### config.mk
export PLATFORM = sky130hd
export DESIGN_NAME = lcd_driver_n
export DESIGN_NICKNAME = d
export VERILOG_FILES = /design/src/rtl/lcd_driver_n.sv
export SDC_FILE = /design/constraint.sdc
export NUM_CORES = 1
export LEC_CHECK = 0
export CORE_ASPECT_RATIO = 1.25
export CORE_MARGIN = 8
export CORE_UTILIZATION = 54
export DETAILED_ROUTE_END_ITERATION = 7
export PLACE_DENSITY = 0.8
export SYNTH_ARGS = -nofsm -noshare
export SYNTH_HDL_FRONTEND = slang
export SYNTH_SLANG_ARGS = --single-unit
### constraint.sdc
create_clock -name clk -period 3.1 [get_ports clk]
set_clock_uncertainty 0.2 [all_clocks]
set_input_delay 0.62 -clock clk [delete_from_list [all_inputs] [get_ports clk]]
set_output_delay 0.62 -clock clk [all_outputs]
set_load 0.01 [all_outputs]
### src/rtl/lcd_driver_n.sv
// Registered LCD driver: selects key/alarm/current time, converts BCD digits to ASCII,
// blinks the digit under edit, and runs the alarm ring/snooze/stop state machine.
module lcd_driver_n #(
    parameter int NUM_DIGITS    = 4,
    parameter int BLINK_DIV     = 25000000,
    parameter int ALARM_CYCLES  = 50000000,
    parameter int SNOOZE_CYCLES = 300000000
) (
    input  logic                                                clk,
    input  logic                                                reset,
    input  logic [4*NUM_DIGITS-1:0]                             alarm_time,
    input  logic [4*NUM_DIGITS-1:0]                             current_time,
    input  logic [4*NUM_DIGITS-1:0]                             key_time,
    input  logic                                                show_a,
    input  logic                                                show_key,
    input  logic [((NUM_DIGITS > 1) ? $clog2(NUM_DIGITS) : 1)-1:0] edit_pos,
    input  logic                                                alarm_en,
    input  logic                                                snooze,
    input  logic                                                stop,
    output logic [8*NUM_DIGITS-1:0]                             display,
    output logic                                                sound_a,
    output logic                                                snoozing
);

    localparam int BLINK_W  = $clog2(BLINK_DIV + 1);
    localparam int RING_W   = $clog2(ALARM_CYCLES + 1);
    localparam int SNOOZE_W = $clog2(SNOOZE_CYCLES + 1);

    typedef enum logic [1:0] {
        IDLE    = 2'd0,
        RINGING = 2'd1,
        SNOOZE  = 2'd2
    } alarm_state_t;

    alarm_state_t          state;
    logic [BLINK_W-1:0]    blink_cnt;
    logic                  blink_phase;
    logic [RING_W-1:0]     ring_cnt;
    logic [SNOOZE_W-1:0]   snooze_cnt;
    logic                  match;
    logic                  match_d;
    logic                  trigger;
    logic [4*NUM_DIGITS-1:0] src_time;
    logic [8*NUM_DIGITS-1:0] display_next;

    function automatic logic [7:0] to_ascii(input logic [3:0] v);
        return (v <= 4'd9) ? (8'h30 + {4'h0, v}) : 8'h45;
    endfunction

    // NOTE: every output of this block gets a default first, so no latch can be inferred.
    always_comb begin
        src_time = current_time;
        if (show_key)
            src_time = key_time;
        else if (show_a)
            src_time = alarm_time;

        display_next = '0;
        for (int i = 0; i < NUM_DIGITS; i++) begin
            if (show_key && !blink_phase && (int'(edit_pos) == i))
                display_next[8*i +: 8] = 8'h20;
            else
                display_next[8*i +: 8] = to_ascii(src_time[4*i +: 4]);
        end
    end

    assign match   = alarm_en && (current_time == alarm_time);
    assign trigger = match && !match_d;

    // NOTE: sequential state uses non-blocking assignments so every register sees pre-edge values.
    always_ff @(posedge clk) begin
        if (reset) begin
            display     <= {NUM_DIGITS{8'h20}};
            blink_cnt   <= '0;
            blink_phase <= 1'b1;
        end else begin
            display <= display_next;
            if (blink_cnt == BLINK_W'(BLINK_DIV - 1)) begin
                blink_cnt   <= '0;
                blink_phase <= ~blink_phase;
            end else begin
                blink_cnt <= blink_cnt + 1'b1;
            end
        end
    end

    // Outputs are assigned together with the state so they track it without a decode stage.
    always_ff @(posedge clk) begin
        if (reset) begin
            state      <= IDLE;
            ring_cnt   <= '0;
            snooze_cnt <= '0;
            match_d    <= 1'b1;
            sound_a    <= 1'b0;
            snoozing   <= 1'b0;
        end else begin
            match_d <= match;
            if (!alarm_en || stop) begin
                state    <= IDLE;
                sound_a  <= 1'b0;
                snoozing <= 1'b0;
            end else begin
                case (state)
                    IDLE: begin
                        if (trigger) begin
                            state    <= RINGING;
                            ring_cnt <= '0;
                            sound_a  <= 1'b1;
                        end
                    end
                    RINGING: begin
                        if (snooze) begin
                            state      <= SNOOZE;
                            snooze_cnt <= '0;
                            sound_a    <= 1'b0;
                            snoozing   <= 1'b1;
                        end else if (ring_cnt == RING_W'(ALARM_CYCLES - 1)) begin
                            state   <= IDLE;
                            sound_a <= 1'b0;
                        end else begin
                            ring_cnt <= ring_cnt + 1'b1;
                        end
                    end
                    SNOOZE: begin
                        if (snooze_cnt == SNOOZE_W'(SNOOZE_CYCLES - 1)) begin
                            state    <= RINGING;
                            ring_cnt <= '0;
                            sound_a  <= 1'b1;
                            snoozing <= 1'b0;
                        end else begin
                            snooze_cnt <= snooze_cnt + 1'b1;
                        end
                    end
                    default: begin
                        state    <= IDLE;
                        sound_a  <= 1'b0;
                        snoozing <= 1'b0;
                    end
                endcase
            end
        end
    end

endmodule

==> flow_metrics.env, run 1 <==
export IMPL_r2r_slack_ps=440
export IMPL_first_element_of_the_critical_path="snooze_cnt[18]"
export IMPL_synthesis_area_sq_um=5760
export IMPL_total_leakage_power_nw=2.61
export IMPL_fin_setup_tns_ps=0
export IMPL_layout_min_cycle_time_ps=2660
export IMPL_final_min_period_over_clock_period_pct=85.7
export IMPL_initialDrtViolationCount=314
export IMPL_cts_root_buffer_cell="sky130_fd_sc_hd__clkbuf_16"
export IMPL_setup_viol_count_final=0
export IMPL_antenna_diode_count=0
export IMPL_detail_route_vias_per_cell=5.96
export IMPL_grt_antenna_before_repair=0
export IMPL_critical_path_startpoint_type="flop"
export IMPL_r2r_start="snooze_cnt[18]"
export IMPL_finalWeightedCongestion=0.842
export IMPL_area_delta_synth_final_pct=27.6
export IMPL_synth_mux_area_share_pct=3.80
export IMPL_floorplan_initialDensity_pct=54.8
export IMPL_yosys_area_share_simple_pct=26.6
export IMPL_timing_hold_worst_endpoint="blink_cnt[0]"
export IMPL_cts_setup_buffers=0
export IMPL_peakVddDrop_uv=378
export IMPL_grtUsageTotal_pct=22.1
export IMPL_maxSlewViolCount=0
export IMPL_syn_avg_cell_area_sq_um=8.26
export IMPL_tritoncts="done"
export IMPL_number_of_nets_in_the_layout=852
export IMPL_cts_clock_pin_slew_for_the_worst_setup_and_hold_paths_ps=50
export IMPL_number_of_fillers_in_the_final_layout=838
export IMPL_detailedPlacementHpwl_um=11100
export IMPL_synthesis_instances=697
export IMPL_ys_ff_latch=113
export IMPL_synth_warnings=0
export IMPL_timing_hold_worst_path_depth=1
export IMPL_grt_pass1_wl_um=26100
export IMPL_cts_buffer_depth=2
export IMPL_timing_reg2reg_worst_path_depth=7
export IMPL_fp_dieH_um=131
export IMPL_path_common_cell="sky130_fd_sc_hd__a41o_1"
export IMPL_hold_start="blink_cnt[0]"
export IMPL_num_rows=42
export IMPL_post_route_cells_drive_above_1_share_pct=9.84
export IMPL_cts_sinks=113
export IMPL_max_clock_freq_mhz=377
export IMPL_gr_total_overflow=0
export IMPL_endpoint_kind="flop"
export IMPL_insertion_delay_ps=410
export IMPL_detailroute_via_count=5570
export IMPL_grt_start_max_net_pins=26
export IMPL_drt_antenna_violating_nets=0
export IMPL_critical_path_max_fanout=12
export IMPL_placedCellCount=905
export IMPL_yosysSeqAreaShare_pct=39.3
export IMPL_timing_critical_path_cells="or4b_1 > nor4_4 > a41o_1 > a211oi_1 > buf_4 > a31oi_1 > a41o_1"
export IMPL_routed_wirelength_um=15300
export IMPL_crit_reg_reg_endpoint="snooze_cnt[21]"
export IMPL_synth_edf_count=0
export IMPL_cts_repair_resizes=0
export IMPL_timing_max_cap_violations=0
export IMPL_synth_xor_area_share_pct=8.52
export IMPL_hold_class="flop to flop"
export IMPL_worst_slew_margin_rel_pct=59.7
export IMPL_postSynth_topFlopCell="sky130_fd_sc_hd__dfxtp_1"
export IMPL_adder_cell_share_of_the_synthesized_area_pct=0.652
export IMPL_finish_cell_count_without_fillers=935
export IMPL_coreArea_sq_um=10500
export IMPL_chipWidth_um=108
export IMPL_ratio_of_total_power_to_cell_area_nw_per_um2=492
export IMPL_postSynth_asyncResetShare_pct=0
export IMPL_cp_data_required_time_ps=3250
export IMPL_port_buffers=86
export IMPL_unrepaired_setup_endpoints_after_global_routing="false"
export IMPL_dieArea_sq_um=14200
export IMPL_pin_count=91
export IMPL_finalHoldViolCount=0
export IMPL_firstDrtPassIters=5
export IMPL_critical_path_arrival_ps=2800
export IMPL_slowest_stage="sky130_fd_sc_hd__or4b_1"
export IMPL_wl_per_cell_um=16.4
export IMPL_first_global_vias=5652
export IMPL_synth_top_family_by_area="simple AND/OR/NAND/NOR gates"
export IMPL_htree_num_levels=4
export IMPL_yosysUniqueCellTypes=60
export IMPL_tightest_slew_ps=590
export IMPL_cts_bufs_inserted=17
export IMPL_drc_errors=0
export IMPL_postCtsHoldBufs=0
export IMPL_status="complete, no violations"
export IMPL_path_class="flop to flop"
export IMPL_synth_compound_area_share_pct=16.9
export IMPL_critPathMaxStageDelay_ps=580
## kinds of logic after synthesis
| group | after synthesis |
|---|---|
| muxes | 21 |
| AOI/OAI and AO/OA | 144 |
| adders and majority gates | 3 |
| other | 1 |
| DFF | 113 |
| and+or+nand+nor | 304 |
| xor gates and xnor gates | 56 |
| buffers and inverters | 55 |
## through the flow
step	hold WS, ps	setup WS [ps]	total power (W)	instance area (sq um)	utilization, %
after floorplan	213	608	0.00169	5770	-
after global placement	224	123	0.00187	6800	64.7
after detailed placement	239	70.2	0.00188	6800	64.7
after CTS	246	459	0.00363	7340	69.9
after global routing	279	268	0.00372	7340	69.9
final	238	445	0.00361	7340	69.9
## metal layers
| metal | wire [um] | global-route usage (%) |
|---|---|---|
| met2 | 7660 | 37.3 |
| met5 | 0 | 0 |
| met3 | 1110 | 6.95 |
| met1 | 6160 | 24.5 |
| met4 | 416 | 10.1 |
## synthesized netlist by cell type (4+ instances only)
cell	n	area [sq um]
sky130_fd_sc_hd__nor2b_1	6	37.5
sky130_fd_sc_hd__dfxtp_1	113	2260
sky130_fd_sc_hd__nand3_1	32	160
sky130_fd_sc_hd__o211ai_2	4	50.1
sky130_fd_sc_hd__a31oi_1	24	150
sky130_fd_sc_hd__or3_1	8	50.1
sky130_fd_sc_hd__xor2_1	20	175
sky130_fd_sc_hd__nand2_1	63	236
sky130_fd_sc_hd__and4_1	7	61.3
sky130_fd_sc_hd__nor3_1	14	70.1
sky130_fd_sc_hd__or2_2	5	31.3
sky130_fd_sc_hd__inv_1	20	75.1
sky130_fd_sc_hd__and3_1	10	62.6
sky130_fd_sc_hd__nor4_1	7	43.8
sky130_fd_sc_hd__o21ai_0	21	105
sky130_fd_sc_hd__buf_4	4	30.0
sky130_fd_sc_hd__nand4_1	29	181
sky130_fd_sc_hd__clkbuf_1	24	90.1
sky130_fd_sc_hd__nand2b_1	10	62.6
sky130_fd_sc_hd__mux2_2	7	78.8
sky130_fd_sc_hd__xnor2_1	36	315
sky130_fd_sc_hd__a41o_1	5	50.1
sky130_fd_sc_hd__o21a_1	7	52.6
sky130_fd_sc_hd__a21oi_1	38	190
sky130_fd_sc_hd__o21ai_1	4	20.0
sky130_fd_sc_hd__mux2i_1	14	140
sky130_fd_sc_hd__nor2_1	94	353
sky130_fd_sc_hd__a211oi_1	12	90.1
## layout by cell type, fill, tap and decap left out, drive strengths merged, types with 4 or more instances in the layout
master / netlist / final
a21oi: 39 / 39
nor3: 15 / 15
nand4: 29 / 29
mux2i: 14 / 14
or4: 5 / 5
and4: 7 / 7
o211ai: 6 / 6
nand2b: 10 / 10
nand2: 63 / 63
clkbuf: 24 / 24
or3: 8 / 8
nor2b: 6 / 6
inv: 21 / 21
a41o: 5 / 5
and3: 10 / 10
dfxtp: 113 / 113
nor4: 10 / 10
xnor2: 36 / 36
o21ai: 25 / 25
a31oi: 25 / 25
clkinv: 0 / 6
nand3: 32 / 32
clkdlybuf4s50: 0 / 86
conb: 1 / 4
buf: 10 / 21
o21a: 7 / 7
a211oi: 12 / 12
xor2: 20 / 20
nor2: 94 / 94
or2: 5 / 5
mux2: 7 / 7
## final cells by class
class	instances	area, sq um	share of cell area, %
Timing Repair Buffer	107	1030	14.0
Clock inverter	6	30.0	0.409
Clock buffer	24	512	6.97
Tap cell	132	165	2.25
Multi-Input combinational cell	532	3270	44.5
Sequential cell	113	2260	30.8
Inverter	21	78.8	1.07
## worst max-delay path by stage
stage,endpoint,cells past startpoint
final,snooze_cnt[21],7
after global routing,ring_cnt[4],8
after CTS,snooze_cnt[21],7
after detailed placement,display[0],7
after global placement,ring_cnt[14],8
after floorplan,snooze_cnt[19],6
## report_power, final
part	internal (W)	switching (W)
registers	0.00149	0.0000144
logic	0.000185	0.000161
clock network	0.00113	0.000633
total	0.00280	0.000809
## state kept, by name, indices dropped and copies added, names as in the netlist
signal / flops
snoozing: 1
state: 1
blink_cnt: 25
ring_cnt: 26
display: 28
snooze_cnt: 29
blink_phase: 1
sound_a: 1
match_d: 1
## worst max-delay path: cells and delay by family, from the launching register on
kind	cells	cell delay (ps)
compound gates	4	930
simple gates	2	890
flops	1	380
buf+inv	1	180
Note: power is estimated with default switching activity, not from simulation.
==> run 2, diff against run 1 <==
--- a/config.mk
+++ b/config.mk
@@ -5,6 +5,7 @@
 export SDC_FILE = /design/constraint.sdc
 export NUM_CORES = 1
 export LEC_CHECK = 0
+export ABC_AREA = 0
 export CORE_ASPECT_RATIO = 1.25
 export CORE_MARGIN = 8
 export CORE_UTILIZATION = 54
==> results of run 2 <==
Final layout, timing and power as in run 1 (identical DEF).
==> run 3, diff against run 2 <==
--- a/config.mk
+++ b/config.mk
@@ -8,9 +8,9 @@
 export ABC_AREA = 0
 export CORE_ASPECT_RATIO = 1.25
 export CORE_MARGIN = 8
-export CORE_UTILIZATION = 54
+export CORE_UTILIZATION = 38
 export DETAILED_ROUTE_END_ITERATION = 7
-export PLACE_DENSITY = 0.8
+export PLACE_DENSITY = 0.6
 export SYNTH_ARGS = -nofsm -noshare
 export SYNTH_HDL_FRONTEND = slang
 export SYNTH_SLANG_ARGS = --single-unit
==> run 3 against run 2 <==
Effect of this change: die area is 36% higher; critical path depth is 1 higher; clock-buffer cell count is 4 lower; critical endpoint is now ring_cnt[14].
==> flow_metrics.env, run 3 (same netlist as run 1, synthesis figures left out) <==
export IMPL_detailroute_via_count=5291
export IMPL_finalHoldViolCount=0
export IMPL_gr_total_overflow=0
export IMPL_grt_pass1_wl_um=25300
export IMPL_tightest_slew_ps=627
export IMPL_unrepaired_setup_endpoints_after_global_routing="false"
export IMPL_critical_path_arrival_ps=2760
export IMPL_cellInternalPower_w=0.00287
export IMPL_timing_hold_worst_path_depth=1
export IMPL_hold_start="blink_cnt[0]"
export IMPL_max_clock_freq_mhz=372
export IMPL_timing_reg2reg_worst_path_depth=6
export IMPL_setup_viol_count_final=0
export IMPL_first_element_of_the_critical_path="alarm_time[1]"
export IMPL_cts_setup_buffers=0
export IMPL_critical_path_max_fanout=4
export IMPL_timing_max_cap_violations=0
export IMPL_fin_setup_tns_ps=0
export IMPL_clock_power_share_pct=49.9
export IMPL_final_min_period_over_clock_period_pct=86.7
export IMPL_status="complete, no violations"
export IMPL_finalWeightedCongestion=0.844
export IMPL_worst_slew_margin_rel_pct=58.0
export IMPL_port_buffers=86
export IMPL_register_area_sq_um=2260
export IMPL_power_share_switching_pct=22.6
export IMPL_cts_sinks=113
export IMPL_biggestRegsByFlops="snooze_cnt x29, display x28, ring_cnt x26"
export IMPL_grt_start_max_net_pins=28
export IMPL_pin_count=91
export IMPL_initialDrtViolationCount=275
export IMPL_post_route_cells_drive_above_1_share_pct=10.3
export IMPL_wl_per_cell_um=15.3
export IMPL_number_of_fillers_in_the_final_layout=1428
export IMPL_path_class="input pin to flop"
export IMPL_firstDrtPassIters=6
export IMPL_cp_data_required_time_ps=3170
export IMPL_num_rows=50
export IMPL_totalPowerFinal_w=0.00371
export IMPL_final_design_area_no_fill_sq_um=7490
export IMPL_cts_repair_resizes=0
export IMPL_grtUsageTotal_pct=16.0
export IMPL_antenna_diode_count=0
export IMPL_most_common_layout_cells="sky130_fd_sc_hd__dfxtp_1, sky130_fd_sc_hd__nor2_1, sky130_fd_sc_hd__clkdlybuf4s50_1, sky130_fd_sc_hd__nand2_1, sky130_fd_sc_hd__a21oi_1"
export IMPL_detailedPlacementHpwl_um=11400
export IMPL_cts_clock_pin_slew_for_the_worst_setup_and_hold_paths_ps=50
export IMPL_hold_class="flop to flop"
export IMPL_endpoint_kind="flop"
export IMPL_insertion_delay_ps=410
export IMPL_coreArea_sq_um=14900
export IMPL_critical_path_startpoint_type="input pin"
export IMPL_detail_route_vias_per_cell=5.34
export IMPL_postCtsHoldBufs=0
export IMPL_htree_num_levels=4
export IMPL_total_leakage_power_nw=2.63
export IMPL_regMostFlops="snooze_cnt"
export IMPL_area_delta_synth_final_pct=30.2
export IMPL_r2r_start="snooze_cnt[11]"
export IMPL_layout_cells_most_common="sky130_fd_sc_hd__dfxtp_1"
export IMPL_cts_root_buffer_cell="sky130_fd_sc_hd__clkbuf_16"
export IMPL_cts_bufs_inserted=17
export IMPL_multiInputGateArea_sq_um=3270
export IMPL_placement_cell_area_sq_um=6930
export IMPL_cts_buffer_depth=2
export IMPL_peakVddDrop_uv=390
export IMPL_chipWidth_um=126
export IMPL_routed_wirelength_um=15200
export IMPL_maxSlewViolCount=0
export IMPL_first_global_vias=5289
export IMPL_grt_antenna_before_repair=0
export IMPL_ratio_of_total_power_to_cell_area_nw_per_um2=495
export IMPL_largest_reg_flops=29
export IMPL_seq_power_share_pct=40.5
export IMPL_comb_power_share_pct=9.6
export IMPL_floorplan_initialDensity_pct=38.7
export IMPL_drt_antenna_violating_nets=0
export IMPL_drc_errors=0
export IMPL_tritoncts="done"
export IMPL_layout_min_cycle_time_ps=2690
export IMPL_dieArea_sq_um=19400
export IMPL_number_of_nets_in_the_layout=856
export IMPL_fp_dieH_um=154
export IMPL_switching_power_w=0.000837
run 3: cell count changes in the layout (fill, tap and decap cells not counted), sizes merged:
cell | before | now
buf | 21 | 25
bufinv | 0 | 2
clkbuf | 24 | 20
clkinv | 6 | 5
clkinvlp | 0 | 4
run 3: final cells by class:
class,count,share of cell area [%]
Tap cell,182,3.04
Timing Repair Buffer,111,14.7
Clock buffer,20,5.96
Multi-Input combinational cell,532,43.6
Inverter,21,1.05
Clock inverter,11,1.54
Sequential cell,113,30.2
run 3: worst max-delay path, stage by stage:
cell and delay, ps:
sky130_fd_sc_hd__clkdlybuf4s50_1 520, sky130_fd_sc_hd__xnor2_1 140, sky130_fd_sc_hd__nand4_1 130, sky130_fd_sc_hd__nor4_1 410, sky130_fd_sc_hd__buf_4 180, sky130_fd_sc_hd__nand3_1 150, sky130_fd_sc_hd__a221oi_2 420, sky130_fd_sc_hd__a311oi_1 170
run 3: worst paths after layout:
check	endpoint	slack (ps)
setup reg to reg	snooze_cnt[17]	440
setup / recovery	ring_cnt[14]	410
hold / removal	blink_cnt[0]	240
hold reg to reg	blink_cnt[0]	240
run 3: power by group through the flow:
stage,Sequential (W),Clock (W),Combinational (W)
global placement,0.00153,0,0.000352
finish,0.00150,0.00185,0.000354
floorplan,0.00154,0,0.000149
global route,0.00150,0.00196,0.000383
CTS,0.00150,0.00190,0.000358
detailed placement,0.00153,0,0.000355
run 3: through the flow:
stage               utilization [%]  hold WS (ps)  setup slack, ps  cells
floorplan                         -           213              608    700
detailed placement             46.6           231             2.55    959
finish                         50.3           237              414    990
global placement               46.6           222             51.7    959
global route                   50.3           269              228    990
CTS                            50.3           239              426    990
run 3: layer usage:
metal / up-vias / share of wire [%] / GRT usage [%]
li1: 2699 / - / -
met1: 2445 / 42 / 17.4
met2: 124 / 49 / 26.8
met3: 23 / 7.3 / 6.16
met4: 0 / 2.1 / 7.41
met5: - / 0 / 0
